<file path="config.mk">
export PLATFORM = sky130hd
export DESIGN_NAME = instr_fetch_unit
export DESIGN_NICKNAME = d
export VERILOG_FILES = /design/src/rtl/mips_pkg.sv /design/src/rtl/fetch_pc_reg.sv /design/src/rtl/instr_fetch_unit.sv
export SDC_FILE = /design/constraint.sdc
export NUM_CORES = 1
export LEC_CHECK = 0
export CAP_MARGIN = 20
export CORE_MARGIN = 2
export CORE_UTILIZATION = 30
export DETAILED_ROUTE_END_ITERATION = 8
export GPL_TIMING_DRIVEN = 0
export PLACE_DENSITY = 0.58
export SKIP_CTS_REPAIR_TIMING = 1
export SLEW_MARGIN = 15
export SYNTH_ARGS = -nofsm -noshare
export SYNTH_HDL_FRONTEND = slang
export SYNTH_SLANG_ARGS = --single-unit
</file>
<file path="constraint.sdc">
create_clock -name clk -period 2 [get_ports clk]
set_input_delay 0.4 -clock clk [delete_from_list [all_inputs] [get_ports clk]]
set_output_delay 0.4 -clock clk [all_outputs]
set_load 0.01 [all_outputs]
</file>
<file path="src/rtl/mips_pkg.sv">
// Shared definitions for the fetch/decode front end: opcode constants,
// fetch state encoding and PC width.
package mips_pkg;

    localparam int PC_W = 32;

    localparam logic [5:0] OP_RTYPE = 6'b000000;
    localparam logic [5:0] OP_LW    = 6'b100011;
    localparam logic [5:0] OP_SW    = 6'b101011;
    localparam logic [5:0] OP_BEQ   = 6'b000100;
    localparam logic [5:0] OP_LUI   = 6'b001111;

    typedef enum logic [1:0] {
        S_REQ  = 2'd0,
        S_WAIT = 2'd1,
        S_HOLD = 2'd2
    } fetch_state_t;

    // Instruction addresses are always word aligned; low two bits are dropped.
    function automatic logic [PC_W-1:0] align_word(input logic [PC_W-1:0] addr);
        return {addr[PC_W-1:2], 2'b00};
    endfunction

endpackage

</file>
<file path="src/rtl/fetch_pc_reg.sv">
// Program counter: reset load, sequential increment and redirect select.
// A redirect always wins over the increment in the same cycle.
module fetch_pc_reg
    import mips_pkg::*;
#(
    parameter logic [PC_W-1:0] RESET_PC = '0,
    parameter int unsigned     PC_STEP  = 4
) (
    input  logic            clk,
    input  logic            rst_n,
    input  logic            inc_en,
    input  logic            redir_en,
    input  logic [PC_W-1:0] redir_target,
    output logic [PC_W-1:0] pc
);

    localparam logic [PC_W-1:0] STEP = PC_W'(PC_STEP);

    always_ff @(posedge clk) begin
        if (!rst_n) begin
            pc <= align_word(RESET_PC);
        end else if (redir_en) begin
            pc <= align_word(redir_target);
        end else if (inc_en) begin
            pc <= pc + STEP;
        end
    end

endmodule

</file>
<file path="src/rtl/instr_fetch_unit.sv">
// Instruction fetch stage: one outstanding word fetch, instruction register
// with valid/ready towards the decoder, branch redirect with in-flight kill.
//
// state  | meaning
// -------+-----------------------------------------------------------
// S_REQ  | request driven to memory at pc, waiting for imem_req_ready
// S_WAIT | request accepted, waiting for the single response pulse
// S_HOLD | instruction register valid, waiting for downstream if_ready
module instr_fetch_unit
    import mips_pkg::*;
#(
    parameter logic [PC_W-1:0] RESET_PC = 32'h0000_0000,
    parameter int unsigned     PC_STEP  = 4
) (
    input  logic            clk,
    input  logic            rst_n,
    output logic            imem_req_valid,
    input  logic            imem_req_ready,
    output logic [PC_W-1:0] imem_addr,
    input  logic            imem_rsp_valid,
    input  logic [31:0]     imem_rsp_data,
    input  logic            br_taken,
    input  logic [PC_W-1:0] br_target,
    output logic            if_valid,
    input  logic            if_ready,
    output logic [31:0]     if_instr,
    output logic [PC_W-1:0] if_pc,
    output logic [5:0]      if_op,
    output logic [5:0]      if_func,
    output logic            proto_err
);

    fetch_state_t    state;
    logic            kill;
    logic            req_valid_q;
    logic            if_valid_q;
    logic [31:0]     if_instr_q;
    logic [PC_W-1:0] if_pc_q;
    logic            proto_err_q;
    logic [PC_W-1:0] pc;
    logic            req_fire;
    logic            rsp_accept;

    // A handshake only counts once the registered valid is actually driven.
    assign req_fire   = (state == S_REQ) && req_valid_q && imem_req_ready;
    assign rsp_accept = (state == S_WAIT) && imem_rsp_valid && !kill && !br_taken;

    fetch_pc_reg #(
        .RESET_PC (RESET_PC),
        .PC_STEP  (PC_STEP)
    ) u_pc (
        .clk          (clk),
        .rst_n        (rst_n),
        .inc_en       (rsp_accept),
        .redir_en     (br_taken),
        .redir_target (br_target),
        .pc           (pc)
    );

    always_ff @(posedge clk) begin
        if (!rst_n) begin
            state       <= S_REQ;
            kill        <= 1'b0;
            req_valid_q <= 1'b0;
            if_valid_q  <= 1'b0;
            if_instr_q  <= '0;
            if_pc_q     <= '0;
            proto_err_q <= 1'b0;
        end else begin
            if (imem_rsp_valid && (state != S_WAIT)) begin
                proto_err_q <= 1'b1;
            end

            case (state)
                S_REQ: begin
                    if (req_fire) begin
                        state       <= S_WAIT;
                        kill        <= br_taken;
                        req_valid_q <= 1'b0;
                    end else begin
                        req_valid_q <= 1'b1;
                    end
                end
                S_WAIT: begin
                    if (imem_rsp_valid) begin
                        if (kill || br_taken) begin
                            state       <= S_REQ;
                            kill        <= 1'b0;
                            req_valid_q <= 1'b1;
                        end else begin
                            state      <= S_HOLD;
                            if_instr_q <= imem_rsp_data;
                            if_pc_q    <= pc;
                            if_valid_q <= 1'b1;
                        end
                    end else if (br_taken) begin
                        kill <= 1'b1;
                    end
                end
                S_HOLD: begin
                    // A redirect drops the held word even if it is being consumed.
                    if (br_taken || if_ready) begin
                        state       <= S_REQ;
                        if_valid_q  <= 1'b0;
                        req_valid_q <= 1'b1;
                    end
                end
                default: begin
                    state       <= S_REQ;
                    kill        <= 1'b0;
                    req_valid_q <= 1'b0;
                    if_valid_q  <= 1'b0;
                end
            endcase
        end
    end

    assign imem_req_valid = req_valid_q;
    assign imem_addr      = pc;
    assign if_valid       = if_valid_q;
    assign if_instr       = if_instr_q;
    assign if_pc          = if_pc_q;
    assign if_op          = if_instr_q[31:26];
    assign if_func        = if_instr_q[5:0];
    assign proto_err      = proto_err_q;

endmodule
</file>
After elaboration in Yosys (flattened, before gate mapping)
Index checks and enable logic that the tools add are counted.

cells by class
  $add $sub $neg = 1
  eq/ne operators = 10
  mux-type cells = 21
  bitwise gates (word level) = 4
  reduce and logical (&&, ||, !) cells = 18

operators with widths
  operator                                                          number
  32-bit two-way mux                                                2
  32-bit by 3-bit adder with 32-bit output (second input constant)  1
  1-bit two-way mux                                                 11
  1-bit one-hot mux with 3 select lines                             3
  3-bit AND reduction                                               3
  2-bit two-way mux                                                 4
  2-bit != test (second input constant)                             4
  4-bit AND reduction                                               2
  1-bit logical AND                                                 6
  2-bit one-hot mux with 3 select lines                             1
  2-bit by 1-bit != test with 1-bit output (second input constant)  2
  1-bit inverter                                                    4
  3-bit by 2-bit != test with 1-bit output (second input constant)  1
  3-bit != test (second input constant)                             1
  2-bit by 1-bit == test with 1-bit output (second input constant)  1
  2-bit == test (second input constant)                             1
  1-bit logical NOT                                                 2
  2-bit logical NOT                                                 1
  1-bit logical OR                                                  2
  2-bit nonzero test                                                1
  2-bit OR reduction                                                1

storage, ports and cells
  flip-flop bits (word level) = 102
  bits of input ports = 70
  logic and storage cells = 63

Depth between registers and ports, before layout
  depth after elaboration = 6
  gate-level depth with buffers = 8
  gate-level depth less buffers = 6

Modules after synthesis
A second synthesis with hierarchy kept.

unflattened totals
  cell total of the unflattened synthesis = 578
  area, all modules = 4604.4 um2

by module, submodules not included
  module            times used  cells each  area an instance (um2)  sequential area each (um2)
  instr_fetch_unit  1           330         2681.3                  1401.3
  fetch_pc_reg      1           248         1923.1                  600.6

Worst setup path after synthesis
No wires, ideal clock.

  path kind = register to register
  from = register u_pc.pc[2]
  to = register u_pc.pc[28]
  library setup time = 118 ps
  arrival time = 2093 ps
  path slack = -211 ps
  cell stages (with the launch flop) = 7
  buffers on the path = 1
  cells stage by stage = dfxtp_1 -> ha_1 -> nand3_1 -> or4_4 -> buf_6 -> or4_1 -> o2111a_1

between the ends
  longest elaborated chain between the ends = 3

RTL lines
  item                                      line                source
  from (decl)                               fetch_pc_reg.sv:14  output logic [PC_W-1:0] pc
  from (signal assigned)                    fetch_pc_reg.sv:21  pc <= align_word(RESET_PC);
  from (signal assigned)                    fetch_pc_reg.sv:23  pc <= align_word(redir_target);
  from (signal assigned)                    fetch_pc_reg.sv:25  pc <= pc + STEP;
  32-bit by 3-bit adder with 32-bit output  fetch_pc_reg.sv:25
  32-bit two-way mux                        fetch_pc_reg.sv:24  end else if (inc_en) begin
  32-bit two-way mux                        fetch_pc_reg.sv:22  end else if (redir_en) begin

No other way between the ends. The select of a mux whose other input is x is not followed.
A chain may end at the register's enable or synchronous reset.

Worst setup path in the final report
  from = register u_pc.pc[6]
  to = register u_pc.pc[28]

Same word-level chain as after synthesis.

==> impl_metrics.py <==
metrics = {
    "run_status": {
        "status": "finished with violations",
        "failed_checks": "negative setup slack",
    },
    "flow_run": {
        "cap_viol_max_count": 0,
    },
    "worst_setup_path": {
        "cp_cell_sequence": "nand3_2, or4_4, buf_8, or4_1, o2111a_1",
        "cp.depth": 5,
        "cp-startpoint": "u_pc.pc[6]$_SDFFE_PN0P_",
        "worst_ep_required_time_ns": 2.24,
        "crit_family": "simple AND/OR/NAND/NOR gates",
        "r2r-start": "u_pc.pc[6]$_SDFFE_PN0P_",
        "crit_path_start_kind": "flip-flop",
        "r2r_cells": 5,
        "cpMaxStageDelayCell": "or4_4",
        "arrival_ns": 2.37,
        "worst-setup-path-type": "flip-flop to flip-flop",
        "max_stage_delay_ns": 0.59,
        "path_max_fanout": 7,
        "cp_num_buf_inv": 1,
        "cp-end-kind": "flip-flop",
    },
    "route": {
        "drc": 0,
        "routedWlPerCell_microns": 16.3,
        "drt-total-wl_mm": 15.3,
        "first_pass_iters": 4,
        "vias": 4668,
        "viasPerCell": 4.98,
        "postRouteAntennaNets": 0,
        "drt_iter0_drc": 193,
    },
    "timing": {
        "finClkSkew_ns": 0.00537,
        "timing.final.crit_share_pct": 106,
        "hold_viol_final": 0,
        "max_freq_mhz": 471,
        "worst_pin_slew_ns": 0.670,
        "worst_slack_ns": -0.125,
        "finalSetupViolations": 5,
        "fin_worst_hold_slack_ns": 0.393,
        "slew_headroom_pct": 55.3,
        "rsz0062_at_grt": "yes",
        "layout_min_cycle_time_ns": 2.12,
        "drv_slew": 0,
    },
    "global_route": {
        "grt_max_degree": 17,
        "grt_use_total_pct": 18.9,
        "grt_pass1_wl_mm": 23.5,
        "antenna_found_initial": 0,
        "grt_pass1_vias": 4457,
        "grt_overflow_total": 0,
    },
    "layout": {
        "multi_input_area_sq_um": 2260,
        "n_antenna_cell": 0,
        "nFillCells": 1436,
        "seq_area_sq_um": 1980,
        "drive_gt1_share_pct": 13.8,
        "area_delta_synth_final_pct": 59.7,
        "nNetsFinal": 824,
    },
    "pwr": {
        "total_leakage_power_uw": 0.00241,
        "ir_worst_vdd_mv": 0.421,
        "powerDensity_nw_per_um2": 752,
    },
    "cts": {
        "cts_tree": "built",
        "cts_made_buffers": 9,
        "root_buffer": "clkbuf_16",
        "clk_latency_ns": 0.35,
        "clk_path_buf_depth": 2,
        "cts_sinks": 98,
        "htreeDepth": 3,
        "clkTransAtPathRegs_ns": 0.07,
    },
    "logic_synthesis": {
        "ys_ff_latch": 98,
        "synthCells": 553,
        "synth_flop_cell": "dfxtp_1",
        "synthesis.area_sq_um": 4370,
        "synth-edff-count": 0,
        "ys_warn_count": 0,
        "synthArstFlopShare_pct": 0,
        "avgSynthCellArea_sq_um": 7.90,
        "synth-seq-area-share_pct": 44.9,
        "synth.distinct_cells": 48,
    },
    "die": {
        "fp-row-count": 44,
        "die_x_microns": 125,
        "start_util_pct": 30.4,
        "dieHeight_microns": 125,
        "boundaryPins": 181,
        "core_sq_um": 14400,
        "dieArea_sq_um": 15500,
    },
    "place": {
        "hpwl_mm": 11.2,
        "pre_cts_slack_ns": -0.940,
        "portBuffers": 174,
        "place_congestion": 0.845,
    },
    "worst_hold_path": {
        "min_from": "imem_rsp_valid",
        "hold-path-cell-count": 3,
        "hp-class": "primary input to flip-flop",
    },
}
cell families (layout without fill, tap and decap cells):
family          count (synthesis)  in the layout  share of synthesized area, %
buf+inv                        64            261                          7.05
other cells                     1              4                        0.0859
compound gates                132            132                          18.6
flops                          98             98                          44.9
mux                             2              2                         0.458
fa+ha+maj                       5              5                          1.43
simple gates                  242            242                          25.6
xor+xnor                        9              9                          1.81
report_power, final:
| group | leakage [uW] | switching (uW) | internal [uW] |
|---|---|---|---|
| clock | 0.000146 | 788 | 1040 |
| combinational | 0.00146 | 555 | 610 |
| sequential | 0.000804 | 151 | 2090 |
| total | 0.00241 | 1490 | 3750 |
routing by layer:
layer | up-vias | wire (microns) | GRT usage [%]
li1 | 2308 | - | -
met1 | 2157 | 6830 | 23.6
met2 | 187 | 7050 | 31.8
met3 | 16 | 1180 | 4.90
met4 | 0 | 249 | 6.21
met5 | - | 0 | 0
registers in the layout, summed over array words and instances, names as in the netlist:
name / cells
if_instr: 32
if_pc: 30
u_pc.pc: 30
state: 2
if_valid: 1
imem_req_valid: 1
kill: 1
proto_err: 1
stage by stage:
stage | utilization, % | setup TNS, ns | total power, uW | std cells | cell area, sq um
floorplan | - | 0 | 2810 | 556 | 4420
global placement | 44.5 | -63.95 | 3370 | 914 | 6390
detailed placement | 44.5 | -67.88 | 3400 | 914 | 6390
CTS | 46.6 | -33.11 | 5230 | 929 | 6700
global route | 48.5 | -1.01 | 5490 | 937 | 6970
finish | 48.5 | -0.234 | 5240 | 937 | 6970
synthesized netlist by cell type, drive strengths merged (10+ instances only):
master  number  share of area (%)
a211oi      10                1.7
a21oi       67                7.7
buf         17                3.0
clkbuf      37                3.2
dfxtp       98                 45
nand2      139                 12
nor2        24                2.1
nor3        12                1.4
nor4        12                1.7
o21ai       21                2.4
final timing paths:
kind	slack, ns	endpoint
setup / recovery	-0.12	u_pc.pc[28]$_SDFFE_PN0P_
hold / removal	0.39	proto_err$_SDFFE_PN0P_
setup reg to reg	-0.12	u_pc.pc[28]$_SDFFE_PN0P_
hold reg to reg	0.45	if_pc[17]$_SDFFE_PN0P_
worst min-delay path, cell delays in order:
cell	delay [ns]
dlymetal6s2s_1	0.15
a21oi_1	0.09
nor2_1	0.07
placed cells by master (no fill, tap or decap), types with 3 or more instances in the layout:
cell type        instances
buf_2                    3
nor2b_1                  9
a31oi_1                  6
dfxtp_1                 86
ha_1                     3
o21ai_0                 20
clkbuf_1                13
clkbuf_2                17
buf_4                   23
o31ai_2                  3
clkbuf_16               11
o41a_1                   6
or3_1                    4
and4_1                   3
conb_1                   4
nand2_1                138
dfxtp_2                  9
nor2_1                  23
or4_1                    5
dfxtp_4                  3
inv_1                    8
nand4_1                  9
nor3_1                  10
xor2_1                   3
nor4_1                   8
clkdlybuf4s50_1        173
a311oi_1                 7
a211oi_1                 8
nor4_4                   3
xnor2_1                  6
nand3_1                  8
a21oi_1                 67
clkinvlp_4               3
layout make-up:
type                    count  share of cell area [%]
plain buffers              54                    4.61
clock buffers              10                    3.59
clock inverters             5                   0.897
inverters                  10                   0.628
multi-input cells         394                    32.4
flip-flops and latches     98                    28.5
well taps                 184                    3.30
repair buffers            182                    26.1
No activity file was read; power rests on OpenSTA's default activity.
==> patch 1, RTL diff (same flow settings) <==
`PC_W`: 32 -> 64.
--- a/src/rtl/mips_pkg.sv
+++ b/src/rtl/mips_pkg.sv
@@ -2,7 +2,7 @@
 // fetch state encoding and PC width.
 package mips_pkg;
 
-    localparam int PC_W = 32;
+    localparam int PC_W = 64;
 
     localparam logic [5:0] OP_RTYPE = 6'b000000;
     localparam logic [5:0] OP_LW    = 6'b100011;
Interface: changed (resized br_target, if_pc and imem_addr); port bits go from 181 to 277. No check against the original RTL was run, so the function may have changed too.
==> patch 1 against the original RTL <==
Synthesized area increased by 72%. The run still ends with negative setup slack left. Largest cell class unchanged. Setup slack got worse by 0.15 ns. Hold slack improved by 0.0079 ns. Sequential cell count increased by 64. Routed wire length increased by 100%. Final area increased by 74%. Critical path type unchanged. Combinational power increased by 50%. Non-clock buffer count increased by 157. Total power increased by 70%. Clock power increased by 90%.
==> patch 1: results (changes against the original RTL) <==
- Total of max-cap violations: 0 (unchanged)
* Routed length per placed instance: 19.0 um (+16%)
* Pin count of the biggest net entering global routing: 17 (unchanged)
- The proportion of layout cells with a drive suffix above 1 is 17.8% (+3.9 points).
* Routability cong.: 0.865 (+2.4%)
- Number of fillers in the final layout: 2328 (+62%)
* First-pass GRT wire length: 44500 um (+89%)
* Least-Margin Pin Slew: 0.901 ns (+0.231 ns)
- The clock tree skew after final layout is 0.0116 ns (+0.00619 ns).
* Delay contributed by the slowest stage of the critical path: 0.43 ns (-0.16 ns)
- By area the synthesized netlist is led by dfxtp_1, nand2_1, a21oi_1, clkbuf_1, o21ai_0.
- Crit path max-delay cell type: nor4_4
- The fraction of synthesis flops using an asynchronous set or reset pin was 0% (unchanged).
- Worst EP arrival: 2.59 ns (+0.22 ns)
- The deepest level of the CTS H-tree came to 4 (+1).
- Initial antenna violation count: 0 (unchanged)
- The portion of the post-synthesis area used by sequential elements came to 43.1% (-1.8 points).
- Cell family with most CP delay: simple AND/OR/NAND/NOR gates
* Source-to-sink clock delay at the later pin of the worst-skew pair: 0.43 ns (+0.08 ns)
- NumNets Final: 1401 (+70%)
- Number of buffers added on ports: 269 (+55%)
- Number of clock buffers inserted by TritonCTS: 17 (+8)
- The worst-path maximum fanout came to 8 (+1).
* Prevailing post-synth register cell: dfxtp_1
- The via count of the routed design came to 8427 (+81%).
- Warning count from the yosys run: 0 (unchanged)
- Clock Root Buffer: clkbuf_16
- First DRT Iteration DRCs: 704 (+260%)
- GRT Total Usage: 22.0% (+3.1 points)
* Total of endpoints with negative setup slack in the final report: 32 (+27)
- Failing checks: negative setup slack
- The leakage dissipation is 4.32 nW (+79%).
- List of most frequent post-synthesis cells: nand2_1, dfxtp_1, a21oi_1
* Final Worst Setup Slack: -0.270 ns (-0.146 ns)
* Max Root-Sink Buffers: 2 (unchanged)
- Count of cell types in the netlist: 65 (+35%)
* Setup slack at placement: -1.26 ns (-0.325 ns)
- The final-layout setup total negative slack came to -3.16 ns (-2.92 ns).
- The largest vdd supply drop came to 0.449 mV (+6.6%).
- Cell-internal power: 6.35 mW (+69%)
* Pre-antenna DRT Iters: 5 (+1)
* Clock-pin slew on the worst setup and hold paths: 0.07 ns (about the same)
* Via count of the first global-routing pass: 7286 (+63%)
* DP HPWL: 22500 um (+100%)
- The run finished, with violations left.
* Worst min-delay path class: input port to flip-flop
-- patch 1: cell types whose count changed after synthesis, moves of 11 or more --
| cell | change |
|---|---|
| nand2_1 | +84 |
| clkbuf_1 | +19 |
| o21ai_0 | +17 |
| xnor2_1 | +11 |
| dfxtp_1 | +64 |
| nand4_1 | +19 |
| nor2_1 | +16 |
| nand3_1 | +25 |
| a21oi_1 | +55 |
| xor2_1 | +13 |
-- patch 1: path summary, 6_finish.rpt --
kind                       startpoint                       end  slack [ns]  cells after the start
max             state[1]$_SDFFE_PN0P_  u_pc.pc[55]$_SDFFE_PN0P_       -0.27                      8
min                    imem_rsp_valid    proto_err$_SDFFE_PN0P_        0.40                      3
max reg2reg     state[1]$_SDFFE_PN0P_  u_pc.pc[55]$_SDFFE_PN0P_       -0.27                      8
min reg2reg  if_instr[6]$_SDFFE_PN0P_  if_instr[6]$_SDFFE_PN0P_        0.45                      2
-- patch 1: routing by layer --
metal	track usage, %	share of wire [%]
met1	30.7	44
met2	34.5	47
met3	4.41	7.3
met4	6.60	1.6
met5	0	0
-- patch 1: power by group through the flow --
| stage | sequential, mW | clock, mW | combinational, mW |
|---|---|---|---|
| global route | 3.71 | 3.66 | 1.89 |
| floorplan | 3.76 | 0 | 0.714 |
| CTS | 3.69 | 3.54 | 1.63 |
| finish | 3.69 | 3.47 | 1.75 |
| detailed placement | 3.76 | 0 | 1.62 |
| global placement | 3.75 | 0 | 1.62 |
-- patch 1: cells by family after synthesis --
group	share of synthesized area [%]
mux	1.06
buf+inv	5.76
other cells	0.0499
xor+xnor	3.84
compound gates	16.0
flops	43.1
fa+ha+maj	0.832
simple gates	29.3
-- patch 1: worst reg2reg max path: stages (launching register included) --
cell	delay (ns)
dfxtp_4	0.36
inv_4	0.06
ha_4	0.17
nand3b_4	0.17
nor4_4	0.44
nand4_1	0.28
buf_6	0.22
or2_0	0.20
a211o_1	0.26
-- patch 1: final cells by class --
class | instances | share of cell area [%]
well taps | 324 | 3.33
repair buffers | 313 | 24.9
clock inverters | 9 | 0.957
inverters | 18 | 0.576
clock buffers | 23 | 4.18
plain buffers | 80 | 3.73
flip-flops and latches | 162 | 27.5
multi-input cells | 702 | 34.8
-- patch 1: per-stage QoR --
step | instances | cell area [um2]
5_1_grt | 1631 | 12200
2_1_floorplan | 962 | 7620
3_5_place_dp | 1555 | 10700
6_report | 1631 | 12200
3_3_place_gp | 1555 | 10700
4_1_cts | 1587 | 11300
==> patch 2, RTL diff (config.mk and constraints unchanged) <==
Made on the original files. Register the input `br_target` before use, without a reset. The logic sees it one clock later. The other inputs are not delayed to match.
--- a/src/rtl/instr_fetch_unit.sv
+++ b/src/rtl/instr_fetch_unit.sv
@@ -30,6 +30,12 @@
     output logic            proto_err
 );
 
+    logic [PC_W-1:0] br_target_q;
+
+    always_ff @(posedge clk) begin
+        br_target_q <= br_target;
+    end
+
     fetch_state_t    state;
     logic            kill;
     logic            req_valid_q;
@@ -53,7 +59,7 @@
         .rst_n        (rst_n),
         .inc_en       (rsp_accept),
         .redir_en     (br_taken),
-        .redir_target (br_target),
+        .redir_target (br_target_q),
         .pc           (pc)
     );
 
Check against the original RTL: not equivalent (Yosys sat finds a counterexample within 4 cycles, from zero or initial values and one cycle with rst_n low).
==> patch 2 against the original RTL <==
The run still ends with negative setup slack left. Total power increased by 37%. Routed wire length increased by 8.0%. Via count increased by 8.8%. Synthesized area increased by 15%. Final area increased by 12%. Sequential power increased by 29%. Sequential cell count increased by 30. Synthesized cell count increased by 5.8%. Setup slack improved by 0.0026 ns. Largest power group is now the clock network. Highest routed layer unchanged.
==> patch 2: results (changes against the original RTL) <==
- Setup slack at placement: -0.766 ns (+0.174 ns)
- Crit path max-delay cell type: or4_4
- Failing checks: negative setup slack
* GRT Total Usage: 18.3% (-0.62 points)
- Status: complete, but fails checks
- The number of search-and-repair iterations in the first detailed-routing pass is 7 (+3).
* Via count: 5077 (+8.8%)
- The proportion of layout cells with a drive suffix above 1 came to 14.6% (+0.74 points).
- The worst-path maximum fanout is 6 (-1).
- The post-route worst setup slack came to -0.122 ns (+0.00263 ns).
* Worst r2r src: state[1]$_SDFFE_PN0P_
- Synth top area cells: dfxtp_1, nand2_1, a21oi_1, o21ai_0, buf_4
* Routability cong.: 0.858 (+1.6%)
- First-pass GRT wire length: 25300 um (+7.5%)
- First DRT Iteration DRCs: 361 (+87%)
- The critical path starts at state[1]$_SDFFE_PN0P_.
- The largest single stage delay on the critical path is 0.58 ns.
- Complex-gate fraction of the synthesized area: 16.2% (-2.4 points)
* DP HPWL: 12000 um (+6.8%)
- Number of buffers added on ports: 173 (-0.57%)
- Counting instances in the post-synthesis netlist gives the leading cell types as nand2_1, dfxtp_1, a21oi_1.
* Cell Area, Placed: 7060 um2 (+11%)
- Adder-cell share of the synthesized area: 1.25% (-0.18 points)
- Number of placed instances with taps included: 981 (+7.3%)
- The number of buffers created by CTS was 17 (+8).
- Peak supply drop: 0.580 mV (+38%)
- H-tree depth: 4 (+1)
* Final non-filler cell area: 7830 um2 (+12%)
* Worst min-delay path class: input port to flip-flop
- The fraction of synthesis flops using an asynchronous set or reset pin came to 0% (unchanged).
- The number of distinct library cells after synthesis came to 53 (+10%).
- The slew at the pin closest to its max-slew limit came to 0.698 ns (+0.0277 ns).
- The via count of the first global-routing pass was 4838 (+8.5%).
- The clock tree skew after final layout is 0.0107 ns (+0.00531 ns).
* Final TNS setup: -0.325 ns (-0.0912 ns)
- The final setup violation count was 6 (+1).
* Share of cell area taken by muxes after synthesis: 0.200% (-0.26 points)
* Ratio of routed vias to standard cells: 4.96 (-0.48%)
* Static leakage: 2.72 nW (+13%)
- Sequential share of the synthesized area: 51.2% (+6.3 points)
- The xor/xnor cell area share of the yosys netlist came to 1.58% (-0.23 points).
- Max Root-Sink Buffers: 2 (unchanged)
* Source-to-sink clock delay at the later pin of the worst-skew pair: 0.42 ns (+0.07 ns)
* Routed length per placed instance: 16.2 um (-1.2%)
- Gate count of the mapped netlist: 585 (+5.8%)
- Clock Root Buffer: clkbuf_16
* Pin count of the biggest net entering global routing: 17 (unchanged)
- The final-stage net count is 866 (+5.1%).
- Startpoint of the tightest hold check path: br_target[27]
## patch 2: changes by cell type after synthesis, sizes merged, moves of 5 or more
cell,before,now
dfxtp,98,128
a211oi,10,3
o21ai,21,26
clkbuf,37,31
buf,17,23
a31oi,6,11
o41a,6,1
a21oi,67,73
nor2,24,11
## patch 2: path summary, 6_finish.rpt
kind | to | slack [ns] | cells past startpoint
max | u_pc.pc[24]$_SDFFE_PN0P_ | -0.12 | 7
min | br_target_q[27]$_DFF_P_ | 0.42 | 1
max reg2reg | u_pc.pc[24]$_SDFFE_PN0P_ | -0.12 | 7
min reg2reg | if_instr[23]$_SDFFE_PN0P_ | 0.45 | 2
## patch 2: final cells by class
| type | instances | area (um2) |
|---|---|---|
| clock buffer | 17 | 425 |
| buffer | 52 | 293 |
| multi-input combinational | 395 | 2210 |
| tap | 220 | 275 |
| timing repair buffer | 186 | 1830 |
| fill | 1593 | 8640 |
| inverter | 11 | 43.8 |
| sequential | 128 | 2590 |
| clock inverter | 15 | 161 |
## patch 2: kinds of logic after synthesis
family / count (synthesis)
compound gates: 139
xor+xnor: 9
fa+ha+maj: 5
buf+inv: 65
flops: 128
mux: 1
other cells: 1
simple gates: 237
## patch 2: worst register-to-register path, stage by stage (launching register included)
cell and delay, ns:
dfxtp_4 0.36, inv_4 0.06, ha_4 0.17, nand3b_4 0.10, or4_4 0.58, buf_8 0.16
or4_1 0.46, a31oi_1 0.17
## patch 2: metal layers
metal / wire (um) / global-route usage, %
met4: 202 / 6.56
met2: 7850 / 30.8
met3: 1210 / 5.40
met1: 7280 / 22.4
met5: 0 / 0
## patch 2: power by group
| part | internal (mW) | switching [mW] |
|---|---|---|
| Combinational | 0.648 | 0.584 |
| Sequential | 2.73 | 0.171 |
| Clock | 1.85 | 1.20 |
